File: config.mk
export PLATFORM = sky130hd
export DESIGN_NAME = tt_um_hoene_manchester_encoder
export DESIGN_NICKNAME = d
export VERILOG_FILES = /design/src/rtl/tt_um_hoene_pkg.sv /design/src/rtl/tt_um_hoene_bit_fifo.sv /design/src/rtl/tt_um_hoene_manchester_encoder.sv
export SDC_FILE = /design/constraint.sdc
export NUM_CORES = 1
export LEC_CHECK = 0
export ABC_AREA = 1
export ABC_CLOCK_PERIOD_IN_PS = 2950
export BUFFER_PORTS_ARGS = -buffer_cell sky130_fd_sc_hd__buf_2
export CAP_MARGIN = 20
export CORE_UTILIZATION = 41
export CTS_BUF_LIST = sky130_fd_sc_hd__clkbuf_8 sky130_fd_sc_hd__clkbuf_16
export CTS_CLUSTER_DIAMETER = 150
export DETAILED_ROUTE_END_ITERATION = 7
export GPL_ROUTABILITY_DRIVEN = 0
export GPL_TIMING_DRIVEN = 0
export PLACE_DENSITY = 0.62
export REMOVE_ABC_BUFFERS = 1
export SLEW_MARGIN = 20
export SYNTH_ARGS = -nofsm -noshare
export SYNTH_HDL_FRONTEND = slang
export SYNTH_HIERARCHICAL = 1
export SYNTH_SLANG_ARGS = --single-unit
File: constraint.sdc
create_clock -name clk -period 2.95 [get_ports clk]
set_clock_uncertainty 0.05 [all_clocks]
set_input_delay 0.4425 -clock clk [delete_from_list [all_inputs] [get_ports clk]]
set_output_delay 0.4425 -clock clk [all_outputs]
set_load 0.005 [all_outputs]
File: src/rtl/tt_um_hoene_pkg.sv
// ---------------------------------------------------------------------------
// tt_um_hoene_pkg
// Shared definitions for the Manchester repeater chain: transmit FSM state
// encoding, half-bit width field size, default minimum half-bit length and
// a helper that clamps a measured half-bit width to that minimum.
// ---------------------------------------------------------------------------
package tt_um_hoene_pkg;

  // Width of the measured half-bit length coming from the decoder.
  localparam int HALFWIDTH_W = 6;

  // Shortest half-bit the encoder will ever drive, in clk cycles.
  localparam int MIN_HALF_DEFAULT = 2;

  // Transmit FSM states.
  typedef enum logic [1:0] {
    IDLE        = 2'd0,
    FIRST_HALF  = 2'd1,
    SECOND_HALF = 2'd2
  } tx_state_e;

  // Clamp a measured half-bit width so it is never shorter than min_half.
  function automatic logic [HALFWIDTH_W-1:0] clamp_half(
    input logic [HALFWIDTH_W-1:0] hw,
    input logic [HALFWIDTH_W-1:0] min_half
  );
    return (hw < min_half) ? min_half : hw;
  endfunction

endpackage

File: src/rtl/tt_um_hoene_bit_fifo.sv
// ---------------------------------------------------------------------------
// tt_um_hoene_bit_fifo
// Single-bit-wide FIFO that buffers decoded bits between the decoder and the
// Manchester encoder FSM.
// Ports:
//   clk        system clock (rising edge)
//   rst_n      synchronous active-low reset, empties the buffer
//   flush      synchronous clear, wins over push/pop
//   push       write push_data (ignored when full unless popping this cycle)
//   push_data  bit to store
//   pop        remove the head entry (ignored when empty)
//   pop_data   current head entry, valid while empty is low
//   full       count equals FIFO_DEPTH
//   empty      count equals zero
// ---------------------------------------------------------------------------
module tt_um_hoene_bit_fifo #(
  parameter int FIFO_DEPTH = 4
) (
  input  logic clk,
  input  logic rst_n,
  input  logic flush,
  input  logic push,
  input  logic push_data,
  input  logic pop,
  output logic pop_data,
  output logic full,
  output logic empty
);

  localparam int AW = (FIFO_DEPTH > 1) ? $clog2(FIFO_DEPTH) : 1;
  localparam logic [AW:0]   DEPTH_C  = (AW + 1)'(FIFO_DEPTH);
  localparam logic [AW:0]   CNT_ZERO = (AW + 1)'(1'b0);
  localparam logic [AW:0]   CNT_ONE  = (AW + 1)'(1'b1);
  localparam logic [AW-1:0] PTR_ZERO = AW'(1'b0);
  localparam logic [AW-1:0] PTR_ONE  = AW'(1'b1);

  logic [AW-1:0] wr_ptr_r;
  logic [AW-1:0] rd_ptr_r;
  logic [AW:0]   count_r;
  logic          mem_r [FIFO_DEPTH];
  logic          pop_ok_s;
  logic          push_ok_s;

  assign full     = (count_r == DEPTH_C);
  assign empty    = (count_r == CNT_ZERO);
  assign pop_data = mem_r[rd_ptr_r];

  // Qualify requests: a full buffer still accepts a push if it pops too.
  always_comb begin
    pop_ok_s  = pop && !empty;
    push_ok_s = push && (!full || pop_ok_s);
  end

  // Pointer and occupancy tracking; pointers wrap naturally (power of two).
  always_ff @(posedge clk) begin
    if (!rst_n || flush) begin
      wr_ptr_r <= PTR_ZERO;
      rd_ptr_r <= PTR_ZERO;
      count_r  <= CNT_ZERO;
    end else begin
      if (push_ok_s) begin
        wr_ptr_r <= wr_ptr_r + PTR_ONE;
      end
      if (pop_ok_s) begin
        rd_ptr_r <= rd_ptr_r + PTR_ONE;
      end
      case ({push_ok_s, pop_ok_s})
        2'b10:   count_r <= count_r + CNT_ONE;
        2'b01:   count_r <= count_r - CNT_ONE;
        default: count_r <= count_r;
      endcase
    end
  end

  // Storage array write port.
  always_ff @(posedge clk) begin
    if (!rst_n) begin
      for (int i = 0; i < FIFO_DEPTH; i++) begin
        mem_r[i] <= 1'b0;
      end
    end else if (push_ok_s && !flush) begin
      mem_r[wr_ptr_r] <= push_data;
    end
  end

endmodule

File: src/rtl/tt_um_hoene_manchester_encoder.sv
// ---------------------------------------------------------------------------
// tt_um_hoene_manchester_encoder
// Re-encodes bits recovered by the Manchester decoder and forwards them to
// the next device in the chain. Bits are buffered in a small FIFO and sent
// back-to-back with the half-bit length measured by the decoder.
// Ports:
//   clk           system clock (rising edge)
//   rst_n         synchronous active-low reset
//   in_data       decoded data bit (from the decoder)
//   in_clk        one-cycle strobe marking in_data valid (from the decoder)
//   in_sync       protocol in-sync flag (from insync); low flushes the buffer
//   in_swap       invert forwarded bits (from protocol_select)
//   in_halfwidth  measured half-bit width in clk cycles (decoder pulsewidth)
//   out_line      registered Manchester line: 1 = high-then-low, 0 = low-then-high
//   out_active    high while a bit is on the line
//   out_overflow  sticky: a bit was dropped because the buffer was full
// ---------------------------------------------------------------------------
module tt_um_hoene_manchester_encoder
  import tt_um_hoene_pkg::*;
#(
  parameter int FIFO_DEPTH = 4,
  parameter int MIN_HALF   = MIN_HALF_DEFAULT
) (
  input  logic                   clk,
  input  logic                   rst_n,
  input  logic                   in_data,
  input  logic                   in_clk,
  input  logic                   in_sync,
  input  logic                   in_swap,
  input  logic [HALFWIDTH_W-1:0] in_halfwidth,
  output logic                   out_line,
  output logic                   out_active,
  output logic                   out_overflow
);

  localparam logic [HALFWIDTH_W-1:0] MIN_HALF_C = HALFWIDTH_W'(MIN_HALF);
  localparam logic [HALFWIDTH_W-1:0] HW_ZERO    = HALFWIDTH_W'(1'b0);
  localparam logic [HALFWIDTH_W-1:0] HW_ONE     = HALFWIDTH_W'(1'b1);

  tx_state_e              state_r;
  logic [HALFWIDTH_W-1:0] timer_r;
  logic [HALFWIDTH_W-1:0] h_r;
  logic                   bit_r;
  logic                   out_line_r;
  logic                   out_active_r;
  logic                   overflow_r;

  logic                   push_s;
  logic                   pop_s;
  logic                   drop_s;
  logic                   fifo_data_s;
  logic                   fifo_full_s;
  logic                   fifo_empty_s;
  logic [HALFWIDTH_W-1:0] h_sel_s;

  // Losing sync discards everything still waiting in the buffer.
  tt_um_hoene_bit_fifo #(
    .FIFO_DEPTH (FIFO_DEPTH)
  ) u_fifo (
    .clk       (clk),
    .rst_n     (rst_n),
    .flush     (!in_sync),
    .push      (push_s),
    .push_data (in_data ^ in_swap),
    .pop       (pop_s),
    .pop_data  (fifo_data_s),
    .full      (fifo_full_s),
    .empty     (fifo_empty_s)
  );

  // Push/pop/drop decisions; a pop happens only when leaving IDLE or at the
  // last cycle of a second half, and never while out of sync.
  always_comb begin
    push_s  = in_clk && in_sync;
    h_sel_s = clamp_half(in_halfwidth, MIN_HALF_C);
    if (in_sync && !fifo_empty_s) begin
      if (state_r == IDLE) begin
        pop_s = 1'b1;
      end else if ((state_r == SECOND_HALF) && (timer_r == HW_ZERO)) begin
        pop_s = 1'b1;
      end else begin
        pop_s = 1'b0;
      end
    end else begin
      pop_s = 1'b0;
    end
    drop_s = push_s && fifo_full_s && !pop_s;
  end

  // Transmit FSM with half-bit timer and registered line outputs.
  always_ff @(posedge clk) begin
    if (!rst_n) begin
      state_r      <= IDLE;
      timer_r      <= HW_ZERO;
      h_r          <= HW_ZERO;
      bit_r        <= 1'b0;
      out_line_r   <= 1'b0;
      out_active_r <= 1'b0;
    end else begin
      case (state_r)
        IDLE: begin
          if (pop_s) begin
            // H is frozen here until the FSM returns to IDLE.
            h_r          <= h_sel_s;
            timer_r      <= h_sel_s - HW_ONE;
            bit_r        <= fifo_data_s;
            out_line_r   <= fifo_data_s;
            out_active_r <= 1'b1;
            state_r      <= FIRST_HALF;
          end else begin
            out_line_r   <= 1'b0;
            out_active_r <= 1'b0;
          end
        end
        FIRST_HALF: begin
          if (timer_r == HW_ZERO) begin
            timer_r    <= h_r - HW_ONE;
            out_line_r <= ~bit_r;
            state_r    <= SECOND_HALF;
          end else begin
            timer_r <= timer_r - HW_ONE;
          end
        end
        SECOND_HALF: begin
          if (timer_r == HW_ZERO) begin
            if (pop_s) begin
              // Next bit follows with no idle gap.
              timer_r    <= h_r - HW_ONE;
              bit_r      <= fifo_data_s;
              out_line_r <= fifo_data_s;
              state_r    <= FIRST_HALF;
            end else begin
              out_line_r   <= 1'b0;
              out_active_r <= 1'b0;
              state_r      <= IDLE;
            end
          end else begin
            timer_r <= timer_r - HW_ONE;
          end
        end
        default: begin
          timer_r      <= HW_ZERO;
          out_line_r   <= 1'b0;
          out_active_r <= 1'b0;
          state_r      <= IDLE;
        end
      endcase
    end
  end

  // Sticky overflow flag, cleared only by reset.
  always_ff @(posedge clk) begin
    if (!rst_n) begin
      overflow_r <= 1'b0;
    end else if (drop_s) begin
      overflow_r <= 1'b1;
    end
  end

  assign out_line     = out_line_r;
  assign out_active   = out_active_r;
  assign out_overflow = overflow_r;

endmodule

==> results.cfg, run 1 <==
[final_layout]
syn2layout_area_growth_pct = 11.7
antenna_cells = 0
share_of_post_route_cells_with_drive_strength_above_1_pct = 22.8
final_core_util_pct = 49.2
multi_input_comb_area_mm2 = 0.00104
num-fill-cells = 442
finish.cell_count_without_fillers = 318
design.final.nets = 287
area.sequential_um2 = 631

[worst_setup_path]
worst_r2r_endpoint = u_fifo/count_r[2]
timing.critical_path.buf_inv = 4
critical_path.endpoint_type = register
reg2reg_from = state_r[0]
critical-path-top-delay-family = adder cells
crit_start = state_r[0]
critPathArrivalTime_ns = 2.79
critical_path_class = register to register
worstPathRequired_ns = 3.14
worst-path-max-fanout = 4
max_stage_delay_ns = 0.39
critical-path-top-cell-by-count = sky130_fd_sc_hd__inv_1
ff2ff_setup_slack_ns = 0.34
critical_path.slowest_cell = sky130_fd_sc_hd__dfxtp_1
timing.critical_path.from_type = register
r2r.worst_path.cells = 17
worstPathCellList = inv_1, ha_1, inv_1, nand2_2, nand2_4, nor2_4, inv_1, nand3_2, nand2_1, ha_1, inv_1, fa_1, a21oi_1, o21ai_0, nand2_1, nand2_1, nor2_1

[die]
design.die.area_mm2 = 0.00472
core.rowCount = 23
top_level_ports = 15
core_area_mm2 = 0.00414
die_h_um = 68.7
initial_utilization_pct = 44.0
floorplan.die.width_um = 68.7

[clocking]
cts-hold-fix-buffers = 0
clk_path_buf_depth = 2
cts_made_buffers = 5
h-tree-depth = 2
clock_insertion_delay_worst_skew_ns = 0.29
tritoncts = yes
ctsResizeCount = 0
post_cts_buffers = 0
cts_sinks = 31
clk_pin_slew_ns = 0.07
clock-root-buffer = sky130_fd_sc_hd__clkbuf_8

[power_and_ir_drop]
power.density_mw_per_mm2 = 896
sequentialPowerShare_pct = 30.5
total_leakage_power_nw = 0.899
clock_power_share_pct = 17.8
power.share.combinational_pct = 51.8
power.net_switching_mw = 0.835
ir_worst_vdd_mv = 0.284
power.internal_mw = 0.991
switching_share_of_total_power_pct = 45.7
power_mw = 1.83

[timing]
drv_slew = 0
post-route-period-util_pct = 88.4
worst_slack_ns = 0.343
timing.final.crit_period_ns = 2.61
final.setup.tns_ns = 0
relSlewSlack_pct = 80.6
setup_viol = 0
transition_time_of_the_tightest_slew_check_pin_ns = 0.291
hold_vio_cnt_final = 0
timing.fmax_mhz = 384
grt_setup_unrepaired = no

[global_route]
antenna_found_initial = 0
use_met2_pct = 29.7
grt_start_max_net_pins = 17
number_of_global_route_vias_before_repair = 1474
gr-usage-all-layers_pct = 18.4
global_route.peak_usage_layer = met2
global_route.usage.met1_pct = 22.6
globalRouteMet3Util_pct = 4.93
grt_pass1_wl_um = 6320
grt_overflow = 0

[place]
dp_hpwl_um = 2750
dp_cells = 310
post_placement_setup_slack_ns = 0.335
portBuffers = 14

[hold_path]
worstHoldPathType = input pin to register
whs_endpoint = h_r[5]
min_path_cells = 3
timing.hold.worst.start = in_halfwidth[5]

[detailed_routing]
detail_route.wirelength_um = 3480
via_per_instance_ratio = 4.88
wl_per_cell_um = 10.9
detailedRoute.firstPassIterationCount = 4
via_count = 1551
antenna_left = 0
detailedRoute.firstIterationViolations = 40
drc = 0

[outcome]
status = finished, final reports clean

[synthesis]
ys_seq_elements = 31
yosysWarnings = 6
synthesis.area_per_instance_um2 = 7.39
post_synth_inst_count = 247
netlist-cell-type-count = 35
syn-cell-area_mm2 = 0.00182
seq_area_frac_synth_pct = 34.6

[job]
drv_cap = 0
[Yosys cell counts]
master	instances	area share, %
sky130_fd_sc_hd__ha_1	7	4.8
sky130_fd_sc_hd__nor2_2	4	1.4
sky130_fd_sc_hd__nor2_4	7	4.3
sky130_fd_sc_hd__nand3_2	4	2.2
sky130_fd_sc_hd__or2_2	1	0.34
sky130_fd_sc_hd__nor2_1	21	4.3
sky130_fd_sc_hd__a32oi_1	1	0.48
sky130_fd_sc_hd__inv_1	33	6.8
sky130_fd_sc_hd__nand4_1	4	1.4
sky130_fd_sc_hd__a21oi_2	1	0.48
sky130_fd_sc_hd__fa_1	1	1.1
sky130_fd_sc_hd__o21ai_0	15	4.1
sky130_fd_sc_hd__nand3_1	9	2.5
sky130_fd_sc_hd__nand2_4	1	0.62
sky130_fd_sc_hd__o21ai_1	6	1.6
sky130_fd_sc_hd__clkbuf_1	1	0.21
sky130_fd_sc_hd__o21bai_1	2	0.82
sky130_fd_sc_hd__a211oi_2	1	0.69
sky130_fd_sc_hd__o211ai_1	1	0.41
sky130_fd_sc_hd__o21ai_2	2	0.96
sky130_fd_sc_hd__dfxtp_1	30	33
sky130_fd_sc_hd__nand3_4	2	1.9
sky130_fd_sc_hd__or2_1	2	0.69
sky130_fd_sc_hd__nor2_8	1	1.1
sky130_fd_sc_hd__a21oi_1	23	6.3
sky130_fd_sc_hd__nand2_1	45	9.3
sky130_fd_sc_hd__xor2_1	1	0.48
sky130_fd_sc_hd__a31oi_1	1	0.34
sky130_fd_sc_hd__nor3_1	1	0.27
sky130_fd_sc_hd__nand2_2	7	2.4
sky130_fd_sc_hd__and3_1	1	0.34
sky130_fd_sc_hd__nand4_2	1	0.69
sky130_fd_sc_hd__inv_2	8	1.6
sky130_fd_sc_hd__edfxtp_1	1	1.6
sky130_fd_sc_hd__xnor2_1	1	0.48
[sequential cells by signal (all words and copies together) (netlist names), named ones only]
signal	count
bit_r	1
h_r	6
out_active	1
out_line	1
out_overflow	1
state_r	2
timer_r	6
u_fifo/count_r	3
u_fifo/mem_r	4
u_fifo/rd_ptr_r	2
u_fifo/wr_ptr_r	2
[power groups by stage]
| stage | clock (mW) | sequential [mW] | combinational [mW] |
|---|---|---|---|
| after floorplan | 0 | 0.552 | 0.780 |
| after global placement | 0 | 0.566 | 0.941 |
| after detailed placement | 0 | 0.565 | 0.952 |
| after CTS | 0.334 | 0.556 | 0.955 |
| after global routing | 0.354 | 0.565 | 1.07 |
| final | 0.324 | 0.556 | 0.945 |
[worst register-to-register path: stages, from the launching register on]
cell                      delay, ns
sky130_fd_sc_hd__dfxtp_1       0.39
sky130_fd_sc_hd__inv_1         0.11
sky130_fd_sc_hd__ha_1          0.23
sky130_fd_sc_hd__inv_1         0.18
sky130_fd_sc_hd__nand2_2       0.09
sky130_fd_sc_hd__nand2_4       0.10
sky130_fd_sc_hd__nor2_4        0.06
sky130_fd_sc_hd__inv_1         0.06
sky130_fd_sc_hd__nand3_2       0.14
sky130_fd_sc_hd__nand2_1       0.13
sky130_fd_sc_hd__ha_1          0.15
sky130_fd_sc_hd__inv_1         0.07
sky130_fd_sc_hd__fa_1          0.38
sky130_fd_sc_hd__a21oi_1       0.14
sky130_fd_sc_hd__o21ai_0       0.11
sky130_fd_sc_hd__nand2_1       0.07
sky130_fd_sc_hd__nand2_1       0.04
sky130_fd_sc_hd__nor2_1        0.07
[cell type report]
class / count / area share (%)
multi-input combinational: 174 / 50.8
sequential: 31 / 30.9
inverter: 41 / 7.55
timing repair buffer: 14 / 3.44
clock buffer: 5 / 3.38
tap: 50 / 3.07
clock inverter: 3 / 0.798
[metrics by stage]
| stage | hold slack, ns | area, um2 |
|---|---|---|
| final | 0.372 | 2040 |
| after global routing | 0.387 | 2040 |
| after CTS | 0.366 | 2040 |
| after detailed placement | 0.385 | 1950 |
| after global placement | 0.384 | 1950 |
| after floorplan | 0.373 | 1820 |
[layer usage]
layer / vias to the layer above / routed length [um] / part of all wire [%]
met2: 17 / 1540 / 44
met3: 7 / 119 / 3.4
met4: 0 / 76 / 2.2
met1: 692 / 1750 / 50
met5: - / 0 / 0
li1: 835 / - / -
[cells by family (layout without fill, tap and decap cells)]
group	count (synthesis)	count (layout)	synth area share [%]
buffers and inverters	42	63	8.64
DFF	31	31	34.6
adders and majority gates	8	8	5.90
AOI/OAI and AO/OA	53	53	16.3
xor gates and xnor gates	2	2	0.960
and+or+nand+nor	111	111	33.7
[cell usage in the layout (no fill, tap or decap), drive strengths merged]
cell and count:
buf 14, fa 1, a32oi 1, and3 1
xor2 1, a21oi 24, o211ai 1, inv 42
xnor2 1, o21ai 23, ha 7, a211oi 1
a31oi 1, nand3 15, nor2 33, o21bai 2
nor3 1, clkbuf 5, nand4 5, nand2 53
or2 3, dfxtp 30, clkinv 1, clkinvlp 1
edfxtp 1
[worst max-delay path by stage]
| stage | endpoint | slack (ns) | depth (start not counted) |
|---|---|---|---|
| after global routing | u_fifo/count_r[2] | 0.06 | 17 |
| final | u_fifo/count_r[2] | 0.34 | 17 |
| after CTS | u_fifo/count_r[2] | 0.32 | 17 |
| after detailed placement | u_fifo/count_r[2] | 0.34 | 17 |
| after global placement | u_fifo/count_r[2] | 0.36 | 16 |
| after floorplan | u_fifo/count_r[2] | 0.56 | 16 |
Power figures use the tool's default switching activity.
==> run 2, diff against run 1 <==
ABC_CLOCK_PERIOD_IN_PS = 2600   (was 2950)
clock period = 2.6 ns   (was 2.95 ns; I/O delays follow)
==> run 2 against run 1 <==
  * First-iteration DRC count is 7.5% higher
  * Sequential power increased by 14%
  * Combinational power increased by 17%
  * Setup slack lost 0.14 ns
  * Register-to-register slack worse by 0.14 ns
  * Clock power rose by 14%
  * Final cell count rose by 0.63%
  * Critical path depth is the same
  * Sequential cell count unchanged
  * Global-route usage unchanged
  * Critical path type unchanged
  * Largest cell class unchanged
  * Highest routed layer unchanged
==> results.cfg, run 2 (synthesis gave the netlist of run 1 again) <==
[final_layout]
layout_commonest_cell = sky130_fd_sc_hd__nand2_1
design.final.nets = 289
final_core_util_pct = 50.1
final_cell_mix = sky130_fd_sc_hd__nand2_1, sky130_fd_sc_hd__inv_1, sky130_fd_sc_hd__dfxtp_1, sky130_fd_sc_hd__a21oi_1, sky130_fd_sc_hd__nor2_1
syn2layout_area_growth_pct = 13.7
registers_with_the_most_flip_flops = h_r (6), timer_r (6), u_fifo/mem_r (4)
finalInstanceArea_mm2 = 0.00207
num-fill-cells = 438
share_of_post_route_cells_with_drive_strength_above_1_pct = 25.9
multi_input_comb_area_mm2 = 0.00105
antenna_cells = 0
area.sequential_um2 = 633

[die]
initial_utilization_pct = 44.0
core_area_mm2 = 0.00414
core.rowCount = 23
top_level_ports = 15
floorplan.die.width_um = 68.7
design.die.area_mm2 = 0.00472
die_h_um = 68.7

[timing]
worst_slack_ns = 0.206
setup_viol = 0
grt_setup_unrepaired = no
drv_slew = 0
timing.fmax_mhz = 418
post-route-period-util_pct = 92.1
hold_vio_cnt_final = 0
relSlewSlack_pct = 80.4
hold_ws_ns = 0.322
timing.final.crit_period_ns = 2.39
transition_time_of_the_tightest_slew_check_pin_ns = 0.293

[worst_setup_path]
worstPathRequired_ns = 2.78
worstPathCellList = inv_1, ha_1, nor2_1, inv_1, nand2_4, nor2_4, inv_1, nand3_4, nand2_2, ha_1, inv_1, fa_2, a21oi_2, o21ai_1, nand2_1, nand2_1, nor2_1
timing.critical_path.from_type = register
critical_path.endpoint_type = register
worst-path-max-fanout = 4
timing.critical_path.buf_inv = 4
critical-path-top-cell-by-count = sky130_fd_sc_hd__inv_1
critical_path.slowest_cell = sky130_fd_sc_hd__dfxtp_1
critPathArrivalTime_ns = 2.58
critical-path-top-delay-family = adder cells
critical_path_class = register to register
max_stage_delay_ns = 0.37

[global_route]
grt_start_max_net_pins = 17
antenna_found_initial = 0
gr-usage-all-layers_pct = 18.4
grt_pass1_wl_um = 6320
grt_overflow = 0
number_of_global_route_vias_before_repair = 1474

[place]
post_placement_setup_slack_ns = -0.0146
dpl-instance-area_mm2 = 0.00195
portBuffers = 14
dp_hpwl_um = 2750

[detailed_routing]
via_per_instance_ratio = 4.88
met2_wirelength_um = 1570
wl_per_cell_um = 11.1
wl_met1_um = 1780
detailedRoute.firstPassIterationCount = 4
detail_route.wirelength_um = 3540
via_count = 1562
antenna_left = 0
drc = 0
wl_met3_um = 114
detailedRoute.firstIterationViolations = 43
route.top_layer_used = met4

[hold_path]
worstHoldPathType = input pin to register

[clocking]
cts_sinks = 31
cts_made_buffers = 5
clk_path_buf_depth = 2
clk_pin_slew_ns = 0.07
clock_insertion_delay_worst_skew_ns = 0.29
h-tree-depth = 2
tritoncts = yes
cts-hold-fix-buffers = 0
clock-root-buffer = sky130_fd_sc_hd__clkbuf_8

[power_and_ir_drop]
total_leakage_power_nw = 0.909
ir_worst_vdd_mv = 0.325
power.density_mw_per_mm2 = 1020
power_mw = 2.12

[outcome]
status = finished, final reports clean

[job]
drv_cap = 0
[run 2: worst paths after layout]
| path | end | slack (ns) | cells after the start | startpoint |
|---|---|---|---|---|
| min reg2reg | out_active | 0.39 | 2 | out_active |
| max | u_fifo/count_r[2] | 0.21 | 17 | state_r[1] |
| min | h_r[5] | 0.32 | 3 | in_halfwidth[5] |
| max reg2reg | u_fifo/count_r[2] | 0.21 | 17 | state_r[1] |
[run 2: layout make-up]
class / count / area share, %
sequential: 31 / 30.5
clock inverter: 3 / 0.784
multi-input combinational: 174 / 50.8
clock buffer: 5 / 3.32
tap: 50 / 3.02
timing repair buffer: 16 / 4.10
inverter: 41 / 7.42
[run 2: metrics by stage]
stage / TNS, ns / cells
floorplan: 0 / 246
detailed placement: -0.0146 / 310
CTS: 0 / 318
global placement: 0 / 310
finish: 0 / 320
global route: 0 / 320
[run 2: where the power goes]
group	switching (mW)	internal (mW)	total, mW
clock network	0.185	0.183	0.368
logic	0.700	0.414	1.11
registers	0.0758	0.558	0.633
total	0.962	1.15	2.12
[run 2: repair_timing]
item                       in CTS  in global routing
resized for setup               1                  8
pin swaps                       0                  1
buffers inserted                0                  2
setup endpoints to repair       1                  1
[run 2: worst min-delay path, stage by stage]
cell and delay, ns:
sky130_fd_sc_hd__buf_2 0.11, sky130_fd_sc_hd__nor2_1 0.05, sky130_fd_sc_hd__nor2_1 0.08
[run 2: metal layers]
layer | vias up | global-route usage [%]
met4 | 0 | 9.18
met1 | 698 | 22.6
li1 | 839 | -
met5 | - | 0
met2 | 18 | 29.7
met3 | 7 | 4.93
==> run 3, diff against run 2 <==
ABC_CLOCK_PERIOD_IN_PS = 2700   (was 2600)
clock period = 2.7 ns   (was 2.6 ns; I/O delays follow)
==> run 3 against run 2 <==
  * Total power fell by 5.3%
  * Hold slack gained 0.014 ns
  * Sequential power fell by 3.6%
  * Clock-buffer cell count is the same
  * Highest routed layer unchanged
==> results.cfg, run 3 (synthesis gave the netlist of run 1 again) <==
[place]
dp_hpwl_um = 2750
portBuffers = 14

[worst_setup_path]
timing.critical_path.from_type = register
ff2ff_setup_slack_ns = 0.24
max_stage_delay_ns = 0.38
critPathArrivalTime_ns = 2.64
worst_r2r_endpoint = u_fifo/count_r[2]
worstPathRequired_ns = 2.88
r2r.worst_path.cells = 17
critical_path_class = register to register
critical_path.slowest_cell = sky130_fd_sc_hd__fa_1
critical-path-top-cell-by-count = sky130_fd_sc_hd__inv_1
reg2reg_from = state_r[1]
worstPathCellList = inv_1, ha_1, inv_2, nand2_2, nand2_4, nor2_4, inv_1, nand3_4, nand2_2, ha_1, inv_1, fa_1, a21oi_1, o21ai_0, nand2_1, nand2_1, nor2_1
critical_path.endpoint_type = register
worst-path-max-fanout = 4

[final_layout]
design.final.nets = 287
registers_with_the_most_flip_flops = h_r (6), timer_r (6), u_fifo/mem_r (4)
num-fill-cells = 438
multi_input_comb_area_mm2 = 0.00105
syn2layout_area_growth_pct = 12.6
layout_commonest_cell = sky130_fd_sc_hd__nand2_1
area.sequential_um2 = 633
final_cell_mix = sky130_fd_sc_hd__nand2_1, sky130_fd_sc_hd__inv_1, sky130_fd_sc_hd__dfxtp_1, sky130_fd_sc_hd__a21oi_1, sky130_fd_sc_hd__nor2_1
antenna_cells = 0
share_of_post_route_cells_with_drive_strength_above_1_pct = 24.6
final_core_util_pct = 49.5

[power_and_ir_drop]
power.share.combinational_pct = 51.9
power_mw = 2.00
ir_worst_vdd_mv = 0.315
power.internal_mw = 1.09
switching_share_of_total_power_pct = 45.7
power.density_mw_per_mm2 = 976
sequentialPowerShare_pct = 30.4
power.net_switching_mw = 0.917
clock_power_share_pct = 17.7
total_leakage_power_nw = 0.898

[timing]
relSlewSlack_pct = 80.4
drv_slew = 0
timing.final.crit_period_ns = 2.46
transition_time_of_the_tightest_slew_check_pin_ns = 0.293
post-route-period-util_pct = 91.2
hold_vio_cnt_final = 0
setup_viol = 0
timing.fmax_mhz = 406
final.setup.tns_ns = 0
grt_setup_unrepaired = no

[die]
initial_utilization_pct = 44.0
die_h_um = 68.7
core_area_mm2 = 0.00414
floorplan.die.width_um = 68.7
core.rowCount = 23
top_level_ports = 15
design.die.area_mm2 = 0.00472

[hold_path]
worstHoldPathType = input pin to register
min_path_cells = 3
whs_endpoint = h_r[5]
timing.hold.worst.start = in_halfwidth[5]

[clocking]
cts_made_buffers = 5
clock-root-buffer = sky130_fd_sc_hd__clkbuf_8
clock_insertion_delay_worst_skew_ns = 0.29
cts-hold-fix-buffers = 0
cts_sinks = 31
clk_pin_slew_ns = 0.07
tritoncts = yes
ctsResizeCount = 0
h-tree-depth = 2
clk_path_buf_depth = 2
post_cts_buffers = 0

[outcome]
status = finished, final reports clean

[job]
drv_cap = 0

[global_route]
grt_overflow = 0
gr-usage-all-layers_pct = 18.4
number_of_global_route_vias_before_repair = 1474
grt_pass1_wl_um = 6320
grt_start_max_net_pins = 17
antenna_found_initial = 0

[detailed_routing]
wl_per_cell_um = 11.0
detail_route.wirelength_um = 3500
via_count = 1553
detailedRoute.firstIterationViolations = 48
drc = 0
antenna_left = 0
via_per_instance_ratio = 4.88
detailedRoute.firstPassIterationCount = 4
-- run 3: changes by cell type in the layout (fill, tap and decap cells not counted), sizes merged --
| cell | delta |
|---|---|
| buf | -2 |
-- run 3: cell type report --
| type | instances | share of cell area (%) |
|---|---|---|
| multi-input combinational | 174 | 51.1 |
| inverter | 41 | 7.50 |
| timing repair buffer | 14 | 3.41 |
| clock inverter | 3 | 0.792 |
| clock buffer | 5 | 3.35 |
| sequential | 31 | 30.8 |
| tap | 50 | 3.05 |
-- run 3: power by group through the flow --
stage | combinational (mW) | clock, mW | sequential [mW]
4_1_cts | 1.04 | 0.365 | 0.607
5_1_grt | 1.18 | 0.387 | 0.619
2_1_floorplan | 0.852 | 0 | 0.604
6_report | 1.04 | 0.354 | 0.610
3_3_place_gp | 1.03 | 0 | 0.618
3_5_place_dp | 1.04 | 0 | 0.617
-- run 3: per-layer routing --
metal / track usage, % / vias up / wire length (um)
li1: - / 835 / -
met1: 22.6 / 693 / 1770
met2: 29.7 / 18 / 1540
met3: 4.93 / 7 / 115
met4: 9.18 / 0 / 76
met5: 0 / - / 0
-- run 3: through the flow --
| step | setup slack, ns | instance area (um2) | instances | hold WS [ns] |
|---|---|---|---|---|
| finish | 0.239 | 2050 | 318 | 0.336 |
| global route | 0.00415 | 2050 | 318 | 0.349 |
| CTS | 0.0695 | 2040 | 318 | 0.329 |
| detailed placement | 0.0854 | 1950 | 310 | 0.385 |
| global placement | 0.108 | 1950 | 310 | 0.384 |
| floorplan | 0.307 | 1820 | 246 | 0.373 |
-- run 3: worst max-delay path by stage --
stage / startpoint / end / slack, ns / cells after the start
after floorplan: state_r[0] / u_fifo/count_r[2] / 0.31 / 16
after global placement: state_r[0] / u_fifo/count_r[2] / 0.11 / 16
after detailed placement: state_r[0] / u_fifo/count_r[2] / 0.09 / 17
after CTS: state_r[0] / u_fifo/count_r[2] / 0.07 / 17
after global routing: state_r[1] / u_fifo/count_r[2] / 0.004 / 17
final: state_r[1] / u_fifo/count_r[2] / 0.24 / 17
-- run 3: worst max-delay path, delay by kind of cell (launching register included) --
kind,cells,cell delay (ns)
AOI/OAI and AO/OA,2,0.25
adders and majority gates,3,0.74
buffers and inverters,4,0.38
DFF,1,0.37
and+or+nand+nor,8,0.62
